`config.mk`:
```
export PLATFORM = sky130hd
export DESIGN_NAME = oob_mem_target_flat
export DESIGN_NICKNAME = d
export VERILOG_FILES = /design/src/rtl/oob_mem_pkg.sv /design/src/rtl/oob_mem_if.sv /design/src/rtl/sp_ram_1r1w.sv /design/src/rtl/oob_mem_target.sv /design/src/flat_wrapper.sv
export SDC_FILE = /design/constraint.sdc
export NUM_CORES = 2
export LEC_CHECK = 0
export CAP_MARGIN = 20
export CORE_MARGIN = 2
export CORE_UTILIZATION = 40
export DETAILED_ROUTE_END_ITERATION = 8
export PLACE_DENSITY = 0.56
export SETUP_SLACK_MARGIN = 0.4
export SYNTH_ARGS = -nofsm -noshare
export SYNTH_HDL_FRONTEND = slang
export SYNTH_SLANG_ARGS = --single-unit
export TNS_END_PERCENT = 1
```
`constraint.sdc`:
```
create_clock -name clk -period 3.5 [get_ports clk]
set_input_delay 0.875 -clock clk [delete_from_list [all_inputs] [get_ports clk]]
set_output_delay 0.875 -clock clk [all_outputs]
set_load 0.05 [all_outputs]
```
`src/rtl/oob_mem_pkg.sv`:
```
// Shared types and widths for the out-of-band program-load memory target.
package oob_mem_pkg;

    localparam int WORD_W = 16;
    localparam int ADDR_W = 16;

    typedef enum logic [1:0] {
        IDLE,
        LOAD,
        SETTLE,
        RUN
    } state_t;

endpackage

```
`src/rtl/oob_mem_if.sv`:
```
// Bus bundle between the load driver / comp core (master) and the memory target (slave).
// Carries the OOB load strobe path and the CPU request/ack memory port.
interface oob_mem_if;
    import oob_mem_pkg::*;

    logic [ADDR_W-1:0] oob_write_addr;
    logic [WORD_W-1:0] oob_write_data;
    logic              oob_mem_wen;

    logic              mem_req;
    logic              mem_we;
    logic [ADDR_W-1:0] mem_addr;
    logic [WORD_W-1:0] mem_wdata;
    logic [WORD_W-1:0] mem_rdata;
    logic              mem_ack;

    modport master (
        output oob_write_addr, oob_write_data, oob_mem_wen,
        output mem_req, mem_we, mem_addr, mem_wdata,
        input  mem_rdata, mem_ack
    );

    modport slave (
        input  oob_write_addr, oob_write_data, oob_mem_wen,
        input  mem_req, mem_we, mem_addr, mem_wdata,
        output mem_rdata, mem_ack
    );

endinterface

```
`src/rtl/sp_ram_1r1w.sv`:
```
// DEPTH x WIDTH storage array: one write port, one registered read port.
// The array and the read register carry no reset; the owner masks stale read data.
module sp_ram_1r1w #(
    parameter int DEPTH = 256,
    parameter int WIDTH = 16
) (
    input  logic                     clk,
    input  logic                     we,
    input  logic [$clog2(DEPTH)-1:0] waddr,
    input  logic [WIDTH-1:0]         wdata,
    input  logic                     re,
    input  logic [$clog2(DEPTH)-1:0] raddr,
    output logic [WIDTH-1:0]         rdata
);

    logic [WIDTH-1:0] mem [DEPTH];

    // Write port: one word per enabled edge.
    always_ff @(posedge clk) begin
        if (we) begin
            mem[waddr] <= wdata;
        end
    end

    // Registered read port: output updates only on an enabled read, otherwise holds.
    always_ff @(posedge clk) begin
        if (re) begin
            rdata <= mem[raddr];
        end
    end

endmodule

```
`src/rtl/oob_mem_target.sv`:
```
// Receiving end of the out-of-band program-load interface. Owns the unified
// program/data memory, holds the comp core in reset while a load is in progress
// and for a settle window afterwards, and arbitrates OOB writes against the CPU port.
module oob_mem_target
    import oob_mem_pkg::*;
#(
    parameter int DEPTH         = 256,
    parameter int SETTLE_CYCLES = 4
) (
    input  logic              clk,
    input  logic              rst_n,
    oob_mem_if.slave          bus,
    output logic              cpu_rst,
    output logic [WORD_W-1:0] load_count,
    output logic              load_done
);

    localparam int IDX_W = $clog2(DEPTH);
    localparam int CNT_W = (SETTLE_CYCLES > 1) ? $clog2(SETTLE_CYCLES) : 1;
    localparam logic [ADDR_W:0] DEPTH_L = DEPTH[ADDR_W:0];

    state_t            state;
    state_t            next_state;
    logic [CNT_W-1:0]  settle_cnt;
    logic              settle_done;

    logic              oob_in_range;
    logic              cpu_in_range;
    logic              cpu_accept;

    logic              ram_we;
    logic [IDX_W-1:0]  ram_waddr;
    logic [WORD_W-1:0] ram_wdata;
    logic              ram_re;
    logic [WORD_W-1:0] ram_rdata;
    logic              rd_blank;

    function automatic logic [WORD_W-1:0] sat_inc(input logic [WORD_W-1:0] v);
        return (v == '1) ? v : v + WORD_W'(1);
    endfunction

    assign oob_in_range = ({1'b0, bus.oob_write_addr} < DEPTH_L);
    assign cpu_in_range = ({1'b0, bus.mem_addr} < DEPTH_L);
    assign settle_done  = (settle_cnt == CNT_W'(SETTLE_CYCLES - 1));

    // The CPU gets the port only in RUN, never against an OOB strobe, and never
    // in the cycle its previous ack is showing, so back-to-back accepts are impossible.
    assign cpu_accept = (state == RUN) && !bus.oob_mem_wen && bus.mem_req && !bus.mem_ack;

    // Write-port mux: OOB has priority; out-of-range addresses never reach the array.
    assign ram_we    = (bus.oob_mem_wen && oob_in_range) ||
                       (cpu_accept && bus.mem_we && cpu_in_range);
    assign ram_waddr = bus.oob_mem_wen ? bus.oob_write_addr[IDX_W-1:0] : bus.mem_addr[IDX_W-1:0];
    assign ram_wdata = bus.oob_mem_wen ? bus.oob_write_data : bus.mem_wdata;
    assign ram_re    = cpu_accept && !bus.mem_we && cpu_in_range;

    // Out-of-range reads (and the post-reset state) present zero instead of stale array data.
    assign bus.mem_rdata = rd_blank ? '0 : ram_rdata;
    assign load_done     = (state == RUN);

    sp_ram_1r1w #(
        .DEPTH (DEPTH),
        .WIDTH (WORD_W)
    ) u_ram (
        .clk   (clk),
        .we    (ram_we),
        .waddr (ram_waddr),
        .wdata (ram_wdata),
        .re    (ram_re),
        .raddr (bus.mem_addr[IDX_W-1:0]),
        .rdata (ram_rdata)
    );

    // FSM state register.
    always_ff @(posedge clk or negedge rst_n) begin
        if (!rst_n) begin
            state <= IDLE;
        end else begin
            state <= next_state;
        end
    end

    // FSM next-state: any OOB strobe (re)enters LOAD; a quiet settle window leads to RUN.
    always_comb begin
        next_state = state;
        case (state)
            IDLE:    if (bus.oob_mem_wen) next_state = LOAD;
            LOAD:    if (!bus.oob_mem_wen) next_state = SETTLE;
            SETTLE: begin
                if (bus.oob_mem_wen) begin
                    next_state = LOAD;
                end else if (settle_done) begin
                    next_state = RUN;
                end
            end
            RUN:     if (bus.oob_mem_wen) next_state = LOAD;
            default: next_state = IDLE;
        endcase
    end

    // Settle counter: cleared while loading, advances on each quiet SETTLE cycle.
    always_ff @(posedge clk or negedge rst_n) begin
        if (!rst_n) begin
            settle_cnt <= '0;
        end else if (state == LOAD) begin
            settle_cnt <= '0;
        end else if (state == SETTLE && next_state == SETTLE) begin
            settle_cnt <= settle_cnt + CNT_W'(1);
        end
    end

    // Core reset follows the upcoming state so it drops on the edge RUN is entered
    // and rises on the edge a reload strobe is seen.
    always_ff @(posedge clk or negedge rst_n) begin
        if (!rst_n) begin
            cpu_rst <= 1'b1;
        end else begin
            cpu_rst <= (next_state != RUN);
        end
    end

    // Load word counter: a fresh load from IDLE or RUN restarts at one, otherwise saturating count.
    always_ff @(posedge clk or negedge rst_n) begin
        if (!rst_n) begin
            load_count <= '0;
        end else if (bus.oob_mem_wen) begin
            if (state == IDLE || state == RUN) begin
                load_count <= WORD_W'(1);
            end else begin
                load_count <= sat_inc(load_count);
            end
        end
    end

    // Ack pulse and read-data masking flag, both one cycle after acceptance.
    always_ff @(posedge clk or negedge rst_n) begin
        if (!rst_n) begin
            bus.mem_ack <= 1'b0;
            rd_blank    <= 1'b1;
        end else begin
            bus.mem_ack <= cpu_accept;
            if (cpu_accept && !bus.mem_we) begin
                rd_blank <= !cpu_in_range;
            end
        end
    end

endmodule
```
`src/flat_wrapper.sv`:
```
// flat-port wrapper written by rule: the top's interface ports become plain ports
module oob_mem_target_flat import oob_mem_pkg::*;
#(
    parameter int DEPTH         = 256,
    parameter int SETTLE_CYCLES = 4
)
  (clk, rst_n, cpu_rst, load_count, load_done, bus_oob_write_addr, bus_oob_write_data, bus_oob_mem_wen, bus_mem_req, bus_mem_we, bus_mem_addr, bus_mem_wdata, bus_mem_rdata, bus_mem_ack);
  oob_mem_if bus_i ();
  input  logic clk;
  input  logic rst_n;
  output logic cpu_rst;
  output logic [WORD_W-1:0] load_count;
  output logic load_done;
  input wire logic [$bits(bus_i.oob_write_addr)-1:0] bus_oob_write_addr;
  input wire logic [$bits(bus_i.oob_write_data)-1:0] bus_oob_write_data;
  input wire logic [$bits(bus_i.oob_mem_wen)-1:0] bus_oob_mem_wen;
  input wire logic [$bits(bus_i.mem_req)-1:0] bus_mem_req;
  input wire logic [$bits(bus_i.mem_we)-1:0] bus_mem_we;
  input wire logic [$bits(bus_i.mem_addr)-1:0] bus_mem_addr;
  input wire logic [$bits(bus_i.mem_wdata)-1:0] bus_mem_wdata;
  output wire logic [$bits(bus_i.mem_rdata)-1:0] bus_mem_rdata;
  output wire logic [$bits(bus_i.mem_ack)-1:0] bus_mem_ack;
  assign bus_i.oob_write_addr = bus_oob_write_addr;
  assign bus_i.oob_write_data = bus_oob_write_data;
  assign bus_i.oob_mem_wen = bus_oob_mem_wen;
  assign bus_i.mem_req = bus_mem_req;
  assign bus_i.mem_we = bus_mem_we;
  assign bus_i.mem_addr = bus_mem_addr;
  assign bus_i.mem_wdata = bus_mem_wdata;
  assign bus_mem_rdata = bus_i.mem_rdata;
  assign bus_mem_ack = bus_i.mem_ack;
  oob_mem_target #(.DEPTH(DEPTH), .SETTLE_CYCLES(SETTLE_CYCLES)) u_core (.clk(clk), .rst_n(rst_n), .bus(bus_i), .cpu_rst(cpu_rst), .load_count(load_count), .load_done(load_done));
endmodule
```
==> Word level (Yosys, flattened, before mapping) <==
Memory sizes are Yosys's and may differ from the RTL's. A register that Yosys moved wholly into a read port is not among the register bits.
Cells that the tools add are included.
{ "totals": {"inputBits": 69, "ram_bits": 4096, "memories": 1, "elab_cells": 52, "register_bits": 23, "out_inout_bits": 35} }
{ "mem_list": {"columns": ["memory", "depth", "word_bits", "rd", "rd_clocked_by_memory_dff", "write_ports", "line_no", "source"], "rows": [
  ["u_core.u_ram.mem", 256, 16, 1, 1, 1, "sp_ram_1r1w.sv:16", "logic [WIDTH-1:0] mem [DEPTH];"]
]} }
{ "classes": {"n_eq_ne": 8, "muxes": 14, "n_reduce_logical": 19, "order_cmp": 2, "add_sub_neg": 2} }
{ "ops": {"columns": ["operator", "n"], "rows": [
  ["16-bit two-way mux", 4],
  ["16-bit by 9-bit < comparator with 1-bit output (second input constant)", 2],
  ["16-bit by 1-bit adder with 16-bit output (second input constant)", 1],
  ["16-bit equality test (second input constant)", 1],
  ["2-bit two-way mux", 6],
  ["1-bit logical AND", 9],
  ["2-bit equality test (second input constant)", 4],
  ["8-bit two-way mux", 1],
  ["2-bit case mux with 3 select lines", 1],
  ["1-bit zero test", 4],
  ["2-bit by 1-bit adder with 2-bit output (second input constant)", 1],
  ["2-bit by 1-bit equality test with 1-bit output (second input constant)", 1],
  ["2-bit zero test", 1],
  ["1-bit logical OR", 2],
  ["1-bit two-way mux", 2],
  ["2-bit by 1-bit inequality test with 1-bit output (second input constant)", 1],
  ["2-bit inequality test (second input constant)", 1],
  ["2-bit AND reduction", 1],
  ["2-bit nonzero test", 1],
  ["2-bit OR reduction", 1]
]} }

==> Logic depth before layout (Yosys ltp) <==
{ "logic_depth": {"ltp_word": 9, "mapped_depth": 13, "mapped_depth_nobuf": 9} }

==> By module <==
Synthesis repeated with hierarchy kept, for this count alone.
{ "hier_totals": {"cells_unflattened": 7559, "area_unflattened_um2": 160694.1} }
{ "modules_own_cells": {"columns": ["module", "cells_each", "n_inst", "seq_area_each_um2", "area_per_inst_um2"], "rows": [
  ["sp_ram_1r1w", 7360, 1, 123478.4, 158874.9],
  ["oob_mem_target", 199, 1, 578.1, 1819.2]
]} }

==> Worst setup path after synthesis <==
No wires, ideal clock.
{ "synth_timing": {"kind": "input to register", "start": "input port bus_oob_mem_wen", "end": "memory u_core.u_ram.mem[0][10] (data pin)", "slack_ns": -0.772, "stages": 4, "required_ns": 2.944, "arrival_time_ns": 3.716, "path_buffers": 3, "cell_sequence": "buf_2 clkbuf_1 buf_1 mux2_2"} }
{ "synth_via": {"elab_chain_len": 1} }
{ "synth_lines": {"columns": ["element", "line_no", "source"], "rows": [
  ["start: declaration", "flat_wrapper.sv:16", "input wire logic [$bits(bus_i.oob_mem_wen)-1:0] bus_oob_mem_wen;"],
  ["16-bit two-way mux", "oob_mem_target.sv:54", "assign ram_wdata = bus.oob_mem_wen ? bus.oob_write_data : bus.mem_wdata;"],
  ["named net u_core.ram_wdata[10]", "oob_mem_target.sv:33", "logic [WORD_W-1:0] ram_wdata;"],
  ["end: declaration", "sp_ram_1r1w.sv:16", null]
]} }
The timed path passes the listed nets, and every way through them passes these cells.

==> Worst setup path after layout <==
{ "layout_timing": {"start": "register u_core.rd_blank", "end": "output port bus_mem_rdata[5]"} }
{ "layout_via": {"elab_chain_len": 1} }
{ "layout_lines": {"columns": ["element", "line_no", "source"], "rows": [
  ["start: declaration", "oob_mem_target.sv:36", "logic rd_blank;"],
  ["start signal: assignment", "oob_mem_target.sv:143", "rd_blank <= !cpu_in_range;"],
  ["16-bit two-way mux", "oob_mem_target.sv:58", "assign bus.mem_rdata = rd_blank ? '0 : ram_rdata;"],
  ["end: declaration", "flat_wrapper.sv:21", "output wire logic [$bits(bus_i.mem_rdata)-1:0] bus_mem_rdata;"]
]} }
Every way passes these cells.

==> impl_metrics.py <==
metrics = {
    "worst_setup_path": {
        "r2r_start": "u_core.u_ram.mem[63][8]",
        "rr_worst_depth": 6,
        "worstSetupPathType": "flip-flop to output pin",
        "rrSetupSlack_ns": 0.58,
        "critPathArrivalTime_ns": 2.39,
        "crit_path_max_incr_delay_ns": 0.48,
        "critPathRequiredTime_ns": 2.62,
        "end_kind": "output pin",
        "critical_path.top_delay_family": "buffers and inverters",
        "cp_cell_sequence": "buf_4 -> buf_12 -> nor2b_4 -> clkdlybuf4s18_2",
        "reg2reg_to": "u_core.u_ram.rdata[8]",
        "cp_max_fo": 7,
        "critPathLaunchType": "flip-flop",
        "worst_path_max_delay_cell": "dfstp_4",
        "path_buf_inv": 3,
    },
    "die": {
        "start_util_pct": 40.2,
        "ios": 104,
        "die_x_um": 638,
        "die_area_sq_um": 407000,
        "coreArea_sq_um": 400000,
        "die_y_um": 638,
        "rows": 232,
    },
    "run": {
        "cap_violations": 0,
    },
    "synthesis": {
        "synth_area_sq_um": 161000,
        "syn_inst": 7589,
        "synth_top_family_by_area": "multiplexers",
        "synth_xor_area_share_pct": 0.0436,
        "yosysTopAreaCellShare_pct": 76.8,
        "netlist-cell-type-count": 58,
        "synthTopCellsByCount": "4112 x edfxtp_1, 761 x mux4_2, 669 x mux2i_1",
        "yosys.area_share.simple_pct": 1.93,
        "muxShareOfSynthArea_pct": 15.3,
        "synth.avg_cell_area_sq_um": 21.2,
        "synth_nets": 7663,
        "synth-seq-cells": 4135,
        "synth_edf_count": 4112,
        "yosys-top-cells-area": "edfxtp_1 77%, mux4_2 11%, mux2i_1 4.2%",
        "synth_compound_area_share_pct": 3.57,
        "ys_warn_count": 0,
        "ys_seq_area_share_pct": 77.2,
        "synthFlopType": "edfxtp_1",
        "synthAdderAreaFrac_pct": 0.0389,
        "synth_largest_area_cell": "edfxtp_1",
        "yosysMostFrequentCell": "edfxtp_1",
        "async_flop_share_pct": 0.556,
    },
    "power": {
        "p_leak_uw": 0.0633,
        "pwr-share-comb_pct": 6.8,
        "clock_power_share_pct": 41.5,
        "p_sw_share_pct": 22.2,
        "p_per_area_nw_per_um2": 548,
        "p_seq_share_pct": 51.8,
        "p_sw_uw": 23500,
        "ir_drop_v": 0.000418,
        "power.internal_uw": 82600,
    },
    "sta": {
        "max_freq_mhz": 306,
        "grt_setup_unrepaired": "yes",
        "finClkSkew_ns": 0.0621,
        "hold_viol": 0,
        "finalCritPeriodShare_pct": 93.2,
        "worst_pin_slew_ns": 1.19,
        "drv_slew": 0,
        "finalSetupTns_ns": 0,
        "finalCriticalPeriod_ns": 3.26,
        "finalSetupViolations": 0,
        "fin_ws_ns": 0.237,
        "max-slew-margin-rel_pct": 20.3,
    },
    "global_route": {
        "gr-total-overflow": 0,
        "grt_use_total_pct": 21.8,
        "grt_pass1_wl_mm": 634,
        "antenna_found_initial": 19,
        "grt_pass1_vias": 83100,
        "grt_start_max_net_pins": 112,
    },
    "clock_tree": {
        "clockBufferDepth": 4,
        "cts_tree": "done",
        "cts_hold_buf": 0,
        "cts.sinks": 4135,
        "htree_num_levels": 5,
        "cts_root_buf": "clkbuf_16",
        "cts_made_buffers": 422,
        "clk_pin_slew_ns": 0.06,
        "clk_latency_ns": 1.00,
    },
    "routing": {
        "firstDrtPassIters": 6,
        "vias": 83500,
        "routed_via_density": 5.75,
        "drtIter0Drc": 10400,
        "wirelength_mm": 450,
        "ant_nets": 0,
        "drc_errors": 0,
        "wl_per_cell_um": 31.0,
    },
    "placement": {
        "io_buffer_count": 103,
        "pre_cts_ws_ns": -0.971,
        "gp_congestion": 0.852,
        "dpl.hpwl_mm": 286,
    },
    "cells_and_area": {
        "area.growth.synth_to_final_pct": 20.6,
        "nets": 8984,
        "fillCellCount": 32200,
        "layout-drive-gt1-share_pct": 29.7,
    },
    "worst_hold_path": {
        "hold_class": "primary input to asynchronous set/reset pin",
    },
    "status": {
        "status": "finished, final reports clean",
    },
}
==> per-layer routing <==
layer	vias to the layer above	GRT usage, %	wire length [um]
met1	44800	30.6	187000
met4	0	6.99	15100
li1	34800	-	-
met3	593	3.25	33100
met2	3385	35.0	215000
met5	-	0	0
==> how the worst max path moves through the flow <==
stage,startpoint,to,cells after the start
after CTS,u_core.rd_blank,bus_mem_rdata[3],3
after global placement,bus_mem_addr[0],u_core.u_ram.rdata[2],13
after detailed placement,bus_mem_addr[0],u_core.u_ram.rdata[2],13
after global routing,u_core.rd_blank,bus_mem_rdata[11],4
final,u_core.rd_blank,bus_mem_rdata[5],4
after floorplan,bus_oob_mem_wen,u_core.u_ram.mem[0][0],3
==> layout by cell type (no fill, tap or decap), types with 182 or more instances in the layout <==
cell type  count
clkbuf_16    428
nor2_1       275
buf_12       415
buf_4        824
o22ai_1      203
edfxtp_1    4112
a21oi_1      182
o221ai_1     261
mux4_2       761
mux2i_1      669
==> through the flow <==
step	hold WS (ns)	power (uW)	util (%)	area, sq um	instances
2_1_floorplan	0.490	59700	-	161000	7589
3_3_place_gp	0.509	63000	45.1	180000	13700
3_5_place_dp	0.519	63100	45.1	180000	13700
4_1_cts	0.461	107000	48.5	194000	14500
5_1_grt	0.119	109000	48.5	194000	14500
6_report	0.128	106000	48.5	194000	14500
==> cells by family (layout without fill, tap and decap cells) <==
kind of cell,count (synthesis),in the layout
AO/OA/AOI/OAI,815,815
XOR/XNOR,8,8
adder cells (fa/ha/maj),5,5
buffers and inverters,463,2130
flip-flops,4135,4135
multiplexers,1475,1475
other,0,10
AND/OR/NAND/NOR,688,688
==> registers in the layout, indices dropped and copies added (netlist names) <==
name                count
u_core.u_ram.mem     4096
u_core.rd_blank         1
u_core.load_count      16
u_core.u_ram.rdata     16
u_core.cpu_rst          1
u_core.bus.mem_ack      1
u_core.state            2
u_core.settle_cnt       2
==> power by group through the flow <==
| stage | Sequential [uW] | Clock [uW] | Combinational, uW |
|---|---|---|---|
| global placement | 56000 | 0 | 6940 |
| global route | 54900 | 46600 | 7550 |
| detailed placement | 56000 | 0 | 7080 |
| floorplan | 56100 | 0 | 3590 |
| CTS | 55000 | 44700 | 7150 |
| finish | 54900 | 44000 | 7210 |
==> final cells by class <==
| class | count | area (sq um) | area share (%) |
|---|---|---|---|
| Tap cell | 5265 | 6590 | 3.40 |
| Clock buffer | 501 | 11000 | 5.67 |
| Inverter | 17 | 76.3 | 0.0394 |
| Timing Repair Buffer | 1343 | 15500 | 8.02 |
| Sequential cell | 4135 | 124000 | 64.0 |
| Multi-Input combinational cell | 2991 | 34100 | 17.6 |
| Antenna cell | 10 | 25.0 | 0.0129 |
| Clock inverter | 269 | 2430 | 1.25 |
==> what timing repair did <==
action / 4_1_cts / 5_1_grt
endpoints found under the setup margin: 39 / 43
pin swaps: 0 / 3
gates resized for setup: 68 / 17
setup buffers: 2 / 2
Note: power is estimated with default switching activity, not from simulation.
